**src/rtl/frame_buffer_writer.sv**
```systemverilog
// frame_buffer_writer: writes the in-window, decimated camera pixel stream into the
// frame-buffer BRAM write port through a 2-stage pipeline (S1 = accepted pixel,
// S2 = write-port register) and pulses frame_done_out once a full window is written.
// Optional feature macro: FRAME_BUFFER_WRITER_DOUBLE_BUFFER_EN (adds buf_sel_out and
// prefixes wr_addr_out with it; ADDR_W then carries one extra bit).
module frame_buffer_writer #(
  parameter int unsigned WIDTH      = 240,
  parameter int unsigned HEIGHT     = 320,
  parameter int unsigned DECIM_LOG2 = 0,
  parameter int unsigned ADDR_W     = 17
) (
  input  logic              clk_in,
  input  logic              rst_n_in,
  input  logic              capture_en_in,
  input  logic              frame_start_in,
  input  logic              pixel_valid_in,
  output logic              pixel_ready_out,
  input  logic [10:0]       hcount_in,
  input  logic [9:0]        vcount_in,
  input  logic [15:0]       pixel_in,
  output logic              wr_en_out,
  input  logic              wr_ready_in,
  output logic [ADDR_W-1:0] wr_addr_out,
  output logic [15:0]       wr_data_out,
  output logic              frame_done_out,
  output logic              busy_out
`ifdef FRAME_BUFFER_WRITER_DOUBLE_BUFFER_EN
  ,
  output logic              buf_sel_out
`endif
);

`ifdef FRAME_BUFFER_WRITER_DOUBLE_BUFFER_EN
  localparam int unsigned LinW = ADDR_W - 1;
`else
  localparam int unsigned LinW = ADDR_W;
`endif
  localparam int unsigned WinW  = WIDTH >> DECIM_LOG2;
  localparam logic [10:0] HMask = 11'((32'd1 << DECIM_LOG2) - 32'd1);
  localparam logic [9:0]  VMask = 10'((32'd1 << DECIM_LOG2) - 32'd1);

  typedef enum logic [1:0] {StIdle, StWaitFrame, StCapture, StDrain} state_e;

  state_e            state_q;
  logic              s1_valid_q;
  logic              s1_keep_q;
  logic [LinW-1:0]   s1_addr_q;
  logic [15:0]       s1_data_q;

  logic              s2_free;
  logic              s1_adv;
  logic              accept;
  logic              keep;
  logic              last_pix;
  logic [LinW-1:0]   lin_addr;

  // Handshake, keep flag and linear address for the pixel on the input bus
  always_comb begin
    s2_free         = !wr_en_out || wr_ready_in;
    s1_adv          = s1_valid_q && s2_free;
    pixel_ready_out = (state_q != StDrain) && (!s1_valid_q || s2_free);
    accept          = pixel_valid_in && pixel_ready_out;
    keep            = (state_q == StCapture) &&
                      (32'(hcount_in) < WIDTH) && (32'(vcount_in) < HEIGHT) &&
                      ((hcount_in & HMask) == 11'd0) && ((vcount_in & VMask) == 10'd0);
    // Address derives from the counts, so dropped source pixels never shift it
    lin_addr        = LinW'(((32'(vcount_in) >> DECIM_LOG2) * WinW) +
                            (32'(hcount_in) >> DECIM_LOG2));
    last_pix        = (hcount_in == 11'(WIDTH - 1)) && (vcount_in == 10'(HEIGHT - 1));
  end

  // S1: holds the accepted pixel until S2 can take it (dropped pixels just retire)
  always_ff @(posedge clk_in or negedge rst_n_in) begin
    if (!rst_n_in) begin
      s1_valid_q <= 1'b0;
      s1_keep_q  <= 1'b0;
      s1_addr_q  <= '0;
      s1_data_q  <= '0;
    end else if (accept) begin
      s1_valid_q <= 1'b1;
      s1_keep_q  <= keep;
      s1_addr_q  <= lin_addr;
      s1_data_q  <= pixel_in;
    end else if (s1_adv) begin
      s1_valid_q <= 1'b0;
    end
  end

  // S2: write-port register; address/data hold while the port stalls
  always_ff @(posedge clk_in or negedge rst_n_in) begin
    if (!rst_n_in) begin
      wr_en_out   <= 1'b0;
      wr_addr_out <= '0;
      wr_data_out <= '0;
    end else if (s2_free) begin
      wr_en_out <= s1_valid_q && s1_keep_q;
      if (s1_valid_q && s1_keep_q) begin
`ifdef FRAME_BUFFER_WRITER_DOUBLE_BUFFER_EN
        wr_addr_out <= {buf_sel_out, s1_addr_q};
`else
        wr_addr_out <= s1_addr_q;
`endif
        wr_data_out <= s1_data_q;
      end
    end
  end

  // Frame-level control with registered busy/done (and buffer select) outputs
  always_ff @(posedge clk_in or negedge rst_n_in) begin
    if (!rst_n_in) begin
      state_q        <= StIdle;
      busy_out       <= 1'b0;
      frame_done_out <= 1'b0;
`ifdef FRAME_BUFFER_WRITER_DOUBLE_BUFFER_EN
      buf_sel_out    <= 1'b0;
`endif
    end else begin
      frame_done_out <= 1'b0;
      unique case (state_q)
        StIdle: begin
          if (capture_en_in) state_q <= StWaitFrame;
        end
        StWaitFrame: begin
          if (frame_start_in) begin
            if (capture_en_in) begin
              state_q  <= StCapture;
              busy_out <= 1'b1;
            end else begin
              state_q  <= StIdle;
            end
          end
        end
        StCapture: begin
          // A frame_start here is an aborted frame: keep capturing, no done pulse
          if (accept && last_pix) state_q <= StDrain;
        end
        StDrain: begin
          if (!s1_valid_q && !wr_en_out) begin
            frame_done_out <= 1'b1;
            busy_out       <= 1'b0;
            state_q        <= capture_en_in ? StWaitFrame : StIdle;
`ifdef FRAME_BUFFER_WRITER_DOUBLE_BUFFER_EN
            buf_sel_out    <= ~buf_sel_out;
`endif
          end
        end
        default: state_q <= StIdle;
      endcase
    end
  end

endmodule

```
**config.mk**
```make
export PLATFORM = sky130hd
export DESIGN_NAME = frame_buffer_writer
export DESIGN_NICKNAME = d
export VERILOG_FILES = /design/src/rtl/frame_buffer_writer.sv
export SDC_FILE = /design/constraint.sdc
export NUM_CORES = 1
export LEC_CHECK = 0
export BUFFER_PORTS_ARGS = -buffer_cell sky130_fd_sc_hd__buf_2
export CELL_PAD_IN_SITES_DETAIL_PLACEMENT = 0
export CELL_PAD_IN_SITES_GLOBAL_PLACEMENT = 1
export CORE_MARGIN = 3
export CORE_UTILIZATION = 40
export CTS_BUF_LIST = sky130_fd_sc_hd__clkbuf_16
export DETAILED_ROUTE_END_ITERATION = 10
export GPL_TIMING_DRIVEN = 0
export HOLD_SLACK_MARGIN = 0.1
export PLACE_DENSITY_LB_ADDON = 0.1
export SYNTH_ARGS = -nofsm -noshare
export SYNTH_HDL_FRONTEND = slang
export SYNTH_SLANG_ARGS = --single-unit
```
**constraint.sdc**
```tcl
create_clock -name clk_in -period 1.6 [get_ports clk_in]
set_input_delay 0 -clock clk_in [delete_from_list [all_inputs] [get_ports clk_in]]
set_output_delay 0 -clock clk_in [all_outputs]
set_load 0.01 [all_outputs]
```
**Word-level counts from Yosys, hierarchy flattened**

Cells that the tools add are included.

- Add/sub/neg operators: 1
- Multiply operators: 1
- $lt $le $gt $ge: 2
- Equality and inequality tests: 11
- Muxes and demuxes: 15
- Reductions and logical operators: 19

Operators by type and width:

| cell | number |
|---|---|
| $add A17 B11 Y17 | 1 |
| $mul A10 B4 Y13 const B | 1 |
| $eq A11 B8 Y1 const B | 1 |
| $lt A11 B8 Y1 const B | 1 |
| $eq A10 B9 Y1 const B | 1 |
| $lt A10 B9 Y1 const B | 1 |
| $mux W2 | 5 |
| $ne A2 B2 Y1 const B | 5 |
| $logic_and A1 B1 Y1 | 9 |
| $mux W1 | 8 |
| $pmux W2 S4 | 1 |
| $reduce_and A4 Y1 | 2 |
| $eq A2 B2 Y1 const B | 2 |
| $reduce_bool A2 Y1 | 2 |
| $eq A2 B1 Y1 const B | 1 |
| $logic_not A1 Y1 | 2 |
| $logic_not A2 Y1 | 1 |
| $logic_or A1 B1 Y1 | 2 |
| $ne A2 B1 Y1 const B | 1 |
| $pmux W1 S2 | 1 |
| $reduce_and A2 Y1 | 1 |

- Register bits after elaboration: 73
- Input port bits: 43
- Output and inout bits: 37
- Word-level logic and storage cells: 59

**Depth between registers and ports, before layout**

Gate-level depths: netlist of run 1.

- Depth after elaboration: 8
- Depth in mapped cells: 17
- Mapped depth without buffers: 17

**Worst setup path after synthesis of run 1**

Ideal clock, no wire load.

- Path type: input -> register
- From: in vcount_in[3]
- To: reg s1_addr_q[16]
- Arrival time: 3019 ps
- Required time: 1479 ps
- Path slack: -1541 ps
- Stages on the path: 16
- Buffers on the path: 0
- Path through: inv_1 > fa_1 > fa_1 > inv_1 > ha_1 > nand2b_1 > nand2b_1 > a21oi_1 > xnor2_1 > ha_1 > or3_1 > a21o_1 > and3_4 > nand4b_1 > xor2_1 > o21ai_1

- Cells in the longest elaborated chain, start to end: 2

Ends and longest elaborated chain:

| item | line | RTL |
|---|---|---|
| from (decl) | 19 | `input logic [9:0] vcount_in,` |
| $mul A10 B4 Y13 | 67 | `lin_addr = LinW'(((32'(vcount_in) >> DECIM_LOG2) * WinW) +` |
| $add A17 B11 Y17 | 67 |  |
| to (signal assigned) | 82 | `s1_addr_q <= lin_addr;` |
| to (decl) | 47 | `logic [LinW-1:0] s1_addr_q;` |

Every way passes these cells.
A chain may end at the register's enable or synchronous reset.

**Worst setup path in the final report of run 1**

- From: in vcount_in[1]
- To: reg s1_addr_q[16]

Same word-level chain as after synthesis.

==> results of run 1 <==
[power by group]
part	switching (mW)	internal, mW
clock network	0.747	1.20
registers	0.415	2.67
logic	2.07	2.34
total	3.23	6.21
[registers in the layout, summed over array words and instances (netlist names), 16 cells and up, named ones only]
name         cells
s1_addr_q       17
s1_data_q       16
wr_addr_out     17
wr_data_out     16
[layout by cell type (no fill, tap or decap), drive strengths merged, types with 3 or more instances in the layout]
cell type    netlist  final
ha                28     28
nand4              3      3
clkinvlp           0      5
a21o               8      8
o211ai             3      3
inv               38     38
o21ai             19     19
xor2               8      8
nand2             23     23
nor2b              3      3
xnor2             12     12
fa                18     18
a21oi             11     11
clkbuf             5     13
mux2              55     55
buf                5     97
nand3              5      5
dfrtp             73     73
nand2b             6      6
nor2               9      9
dlygate4sd3        0     28
and3               4      4
[worst paths after layout]
check | end | slack, ns | depth (start not counted) | start
max in group asynchronous | s1_addr_q[15] | 0.65 | 2 | rst_n_in
max | s1_addr_q[16] | -1.43 | 16 | vcount_in[1]
min | s1_addr_q[5] | 0.14 | 3 | hcount_in[5]
min reg2reg | s1_addr_q[7] | 0.48 | 2 | s1_addr_q[7]
max reg2reg | state_q[0] | 0.02 | 5 | register
min in group asynchronous | wr_data_out[13] | 0.35 | 2 | rst_n_in
[per-layer routing]
| metal | vias to the layer above | track usage | wire [um] |
|---|---|---|---|
| met5 | - | 0 | 0 |
| met4 | 0 | 0.0568 | 125 |
| met2 | 48 | 0.282 | 4480 |
| met3 | 8 | 0.0308 | 330 |
| li1 | 1501 | - | - |
| met1 | 1518 | 0.199 | 4040 |
[cell type report]
cell class | count | share of cell area
buffer | 9 | 0.0163
clock buffer | 9 | 0.0391
clock inverter | 7 | 0.0122
inverter | 38 | 0.0261
multi-input combinational | 242 | 0.421
sequential | 73 | 0.317
tap | 136 | 0.0295
timing repair buffer | 120 | 0.139
[kinds of logic after synthesis]
kind of cell,share of synthesized area
xor+xnor,0.0412
simple gates,0.0786
compound gates,0.0865
buf+inv,0.0486
flops,0.430
fa+ha+maj,0.167
mux,0.148
[critical path, cell delays in order]
cell      delay (ns)
buf_8           0.10
fa_1            0.56
inv_1           0.06
fa_1            0.52
inv_1           0.06
ha_1            0.27
a21o_1          0.20
a21oi_2         0.13
xnor2_1         0.09
ha_2            0.21
or3_4           0.34
a21o_1          0.16
and3_4          0.18
nand4b_1        0.11
xor2_1          0.17
o21ai_1         0.09
[timing repair]
action / CTS / global route
pin swaps: 20 / 9
setup endpoints to repair: 57 / 29
resized for setup: 39 / 11
endpoints found under the hold margin: 100 / 0
setup buffers: 7 / 6
hold buffers: 28 / 0
[per-stage QoR]
| stage | setup slack, ns | setup TNS [ns] | instance area, sq um |
|---|---|---|---|
| finish | -1.43 | -11.27 | 5760 |
| global route | -1.60 | -12.90 | 5760 |
| CTS | -1.45 | -11.28 | 5660 |
| detailed placement | -1.87 | -23.69 | 4890 |
| global placement | -1.82 | -24.10 | 4890 |
| floorplan | -1.50 | -12.13 | 4330 |
==> summary.md, run 1 <==
| Metric | Value |
|---|---|
| Status | `finished with violations` |
| Violations in the final reports | `setup timing` |
| Post-synth EDFFs | `0` |
| Largest net degree at the start of global routing | `74` |
| Global-route wire length before repair | `14900 um` |
| Drt pass-1 iters | `4` |
| Via density | `4.85` |
| WP data arrival | `3.24 ns` |
| Ys async rst share | `1.00` |
| RSZ-0062 raised after global routing | `yes` |
| Rel. slew slack | `0.390` |
| Main synth FF type | `dfrtp_1` |
| Via count | `3075` |
| Top post-synthesis cells by count | `73 x dfrtp_1, 55 x mux2_2, 38 x inv_1` |
| Min-Delay Path Class | `input port to register` |
| Leakage | `2.79 nW` |
| Mapped Nets | `452` |
| H-Tree Depth | `3` |
| Die H | `109 um` |
| Total Wirelength | `8980 um` |
| # rows | `37` |
| Port bufs | `79` |
| Post-route minimum period | `3.03 ns` |
| Post-route setup slack | `-1.43 ns` |
| Initial Util | `0.412` |
| Die ar. | `11900 sq um` |
| Slew of the pin with the lowest slew margin | `0.915 ns` |
| Synth area leader | `dfrtp_1` |
| Fmax | `330 MHz` |
| HPWL after DPL | `6630 um` |
| #FFs+latches synth | `73` |
| Clk sinks | `73` |
| Worst Path Required | `1.81 ns` |
| Pwr Density | `1640 nW/um^2` |
| Max_cap viols | `0` |
| Fin Hold WS | `0.144 ns` |
| Placed Instances | `578` |
| Max-slew violation count | `0` |
| Clock skew | `0.00961 ns` |
| Placer Congestion | `0.747` |
| Clock buffer count from CTS | `9` |
| Synth unique cells | `48` |
| Final ANT Viol Nets | `0` |
| Synthesis Warnings | `0` |
| I/O pin count | `80` |
| Initial antenna violation count | `0` |
| Top fanout value on the critical path | `3` |
| Yosys top cell area share | `0.430` |
| Core area | `10300 sq um` |
| Final hold vios | `0` |
| Synth Cell Area | `4250 sq um` |
| Later-pin clock latency in the skew report | `0.33 ns` |
| Synth area leaders | `dfrtp_1 43%, mux2_2 15%, fa_1 8.5%` |
| Final period util | `1.89` |
| Area occupied by multi-input gates | `2430 sq um` |
| CTS max path bufs | `2` |
| Seq/Total Area, Yosys | `0.430` |
| Final setup viols | `10` |
| Syn avg cell area | `11.7 sq um` |
| Vias in the first global route | `3156` |
| Area grow syn2layout | `35.6%` |
| DRT iter0 DRCs | `72` |
| Synth Instances | `363` |
| Layout Cells excl Fill | `634` |
| Critical path endpoint category | `register` |
| CTS tree | `built` |
| Root Buffer | `clkbuf_16` |
| Sequential Area | `1830 sq um` |
| Drt wl/cell | `14.2 um` |
| Final Total Pwr | `9.45 mW` |
| Antenna Cells | `0` |
| GRT overflow | `0` |
| FILL cells | `876` |
| Final #Nets | `582` |
| Finished Core Util | `0.558` |
| Startpoint Class | `input port` |
| Share of layout cells above drive strength 1 | `0.420` |
| Top-count cell post-synth | `dfrtp_1` |
| Die Wd | `109 um` |
| VDD IR-drop max | `0.645 mV` |
| GRT Total Usage | `0.162` |
| CP Class | `input port to register` |
| Clock-pin slew on the worst setup and hold paths | `0.06 ns` |
| DR DRC count | `0` |
(Power assumes the default switching activity.)
==> inputs of run 2 (changes only) <==
--- a/config.mk
+++ b/config.mk
@@ -14,7 +14,7 @@
 export DETAILED_ROUTE_END_ITERATION = 10
 export GPL_TIMING_DRIVEN = 0
 export HOLD_SLACK_MARGIN = 0.1
-export PLACE_DENSITY_LB_ADDON = 0.1
+export PLACE_DENSITY = 0.74
 export SYNTH_ARGS = -nofsm -noshare
 export SYNTH_HDL_FRONTEND = slang
 export SYNTH_SLANG_ARGS = --single-unit
==> summary.md, run 2 (synthesized netlist as in run 1, its figures left out) <==
| Metric | Value |
|---|---|
| Status | `finished with violations (unchanged)` |
| Violations in the final reports | `setup timing (unchanged)` |
| Top fanout value on the critical path | `3 (unchanged)` |
| Area grow syn2layout | `40.4% (was 35.6%)` |
| Worst Path Required | `1.82 ns (was 1.81 ns)` |
| Total Wirelength | `9210 um (was 8980 um)` |
| Min-Delay Path Class | `input port to register (unchanged)` |
| Port bufs | `79 (unchanged)` |
| Max-slew violation count | `0 (unchanged)` |
| Final Cell Area | `5970 sq um (was 5760 sq um)` |
| FF-to-FF path depth | `7 (was 5)` |
| Drt pass-1 iters | `4 (unchanged)` |
| I/O pin count | `80 (unchanged)` |
| RSZ-0062 raised after global routing | `yes (unchanged)` |
| Initial antenna violation count | `0 (unchanged)` |
| Max_cap viols | `0 (unchanged)` |
| R2r setup slk | `0.06 ns (was 0.02 ns)` |
| R2r endpoint | `state_q[0] (unchanged)` |
| Final period util | `1.89 (about the same)` |
| Most common cell after layout, fill and taps aside | `buf_2 (unchanged)` |
| CTS tree | `built (unchanged)` |
| Root Buffer | `clkbuf_16 (unchanged)` |
| Post-route minimum period | `3.03 ns (about the same)` |
| Later-pin clock latency in the skew report | `0.33 ns (about the same)` |
| Placer Congestion | `0.791 (was 0.747)` |
| Global-route wire length before repair | `15200 um (was 14900 um)` |
| Clk sinks | `73 (unchanged)` |
| Pre-CTS setup slack | `-1.91 ns (was -1.87 ns)` |
| Core area | `10300 sq um (unchanged)` |
| Die ar. | `11900 sq um (unchanged)` |
| Final #Nets | `595 (was 582)` |
| CTS max path bufs | `2 (unchanged)` |
| Finished Core Util | `0.578 (was 0.558)` |
| Die Wd | `109 um (unchanged)` |
| DR DRC count | `0 (unchanged)` |
| Pwr Density | `1690 nW/um^2 (was 1640 nW/um^2)` |
| Leakage | `2.90 nW (was 2.79 nW)` |
| Rel. slew slack | `0.410 (was 0.390)` |
| # rows | `37 (unchanged)` |
| Fmax | `330 MHz (about the same)` |
| GRT overflow | `0 (unchanged)` |
| Die H | `109 um (unchanged)` |
| H-Tree Depth | `3 (unchanged)` |
| Final hold vios | `0 (unchanged)` |
| Via density | `4.87 (was 4.85)` |
| DRT iter0 DRCs | `88 (was 72)` |
| Vias in the first global route | `3298 (was 3156)` |
| Clock-pin slew on the worst setup and hold paths | `0.05 ns (was 0.06 ns)` |
| Slew of the pin with the lowest slew margin | `0.885 ns (was 0.915 ns)` |
| Drt wl/cell | `14.2 um (about the same)` |
| FILL cells | `869 (was 876)` |
| Clock buffer count from CTS | `9 (unchanged)` |
| Final setup viols | `10 (unchanged)` |
| Critical path endpoint category | `register (unchanged)` |
| Largest registers | `s1_addr_q (17), wr_addr_out (17) (unchanged)` |
| Via count | `3151 (was 3075)` |
| WP data arrival | `3.24 ns (about the same)` |
| Placed cell areas | `4890 sq um (unchanged)` |
| Final ANT Viol Nets | `0 (unchanged)` |
| CP Class | `input port to register (unchanged)` |
| Largest net degree at the start of global routing | `74 (unchanged)` |
| Share of layout cells above drive strength 1 | `0.454 (was 0.420)` |
| Min-delay src | `hcount_in[5] (unchanged)` |
| Initial Util | `0.412 (unchanged)` |
| Hold Path Sink | `s1_addr_q[5] (unchanged)` |
| Antenna Cells | `0 (unchanged)` |
| VDD IR-drop max | `0.700 mV (was 0.645 mV)` |
| Clock skew | `0.00694 ns (was 0.00961 ns)` |
| GRT Total Usage | `0.164 (was 0.162)` |
| Post-route setup slack | `-1.43 ns (about the same)` |
| Startpoint Class | `input port (unchanged)` |
| Commonest non-fill, non-tap cells in the layout | `76 x buf_2, 72 x dfrtp_1, 55 x mux2_2 (was 76 x buf_2, 73 x dfrtp_1, 55 x mux2_2)` |
| HPWL after DPL | `6640 um (was 6630 um)` |
| WHS Path Cells | `3 (unchanged)` |
==> run 2: cell count changes in the layout (fill, tap and decap cells not counted), moves of 3 or more <==
cell        previous run  this run
buf_6                  5         9
buf_4                 14        23
clkinvlp_4             5         2
xnor2_1                7         4
==> run 2: final cells by class <==
cell class                      instances  area, sq um  area share
Buffer                                 10         93.8      0.0157
Timing Repair Buffer                  132          907       0.152
Inverter                               38          150      0.0252
Clock buffer                            9          225      0.0377
Sequential cell                        73         1830       0.306
Multi-Input combinational cell        242         2500       0.419
Clock inverter                          7         92.6      0.0155
Tap cell                              136          170      0.0285
==> run 2: per-layer routing <==
metal | track usage | part of all wire | up-vias
met1 | 0.199 | 0.42 | 1551
met2 | 0.286 | 0.52 | 58
met4 | 0.0649 | 0.023 | 0
li1 | - | - | 1526
met3 | 0.0308 | 0.041 | 16
met5 | 0 | 0 | -
==> run 2: how the worst max path moves through the flow <==
| stage | end | cells past startpoint | slack, ns | startpoint |
|---|---|---|---|---|
| floorplan | s1_addr_q[16] | 15 | -1.50 | vcount_in[0] |
| global placement | s1_addr_q[16] | 13 | -1.86 | vcount_in[3] |
| detailed placement | s1_addr_q[16] | 13 | -1.91 | vcount_in[3] |
| CTS | s1_addr_q[16] | 16 | -1.44 | vcount_in[1] |
| global route | s1_addr_q[16] | 17 | -1.64 | vcount_in[1] |
| finish | s1_addr_q[16] | 16 | -1.43 | vcount_in[1] |
==> run 2: where the power goes <==
group	total, mW	switching (mW)	internal, mW
clock network	2.13	0.764	1.36
logic	4.85	2.24	2.60
registers	3.09	0.417	2.68
==> run 2: critical path, cell delays in order <==
cell,delay (ns)
buf_8,0.10
fa_1,0.55
inv_1,0.06
fa_1,0.48
fa_2,0.38
nand2b_4,0.16
nand2b_4,0.07
a21oi_4,0.06
xnor2_2,0.13
ha_2,0.18
or3_4,0.37
a21o_1,0.17
and3_4,0.16
nand4b_1,0.11
xor2_1,0.19
o21ai_1,0.07
==> run 2: what timing repair did <==
item | in CTS | in global routing
endpoints found under the hold margin | 100 | 0
endpoints found under the setup margin | 57 | 27
hold buffers | 28 | 0
gates resized for setup | 37 | 30
setup buffers | 15 | 10
pin swaps | 31 | 26
==> run 2: stage by stage <==
step	TNS (ns)	total power, mW	hold slack, ns	std cells
CTS	-11.32	9.57	0.120	637
detailed placement	-24.14	6.96	0.185	578
finish	-11.34	10.1	0.125	647
global route	-12.67	10.8	0.155	647
floorplan	-12.13	5.82	-0.296	363
global placement	-22.31	6.84	0.233	578
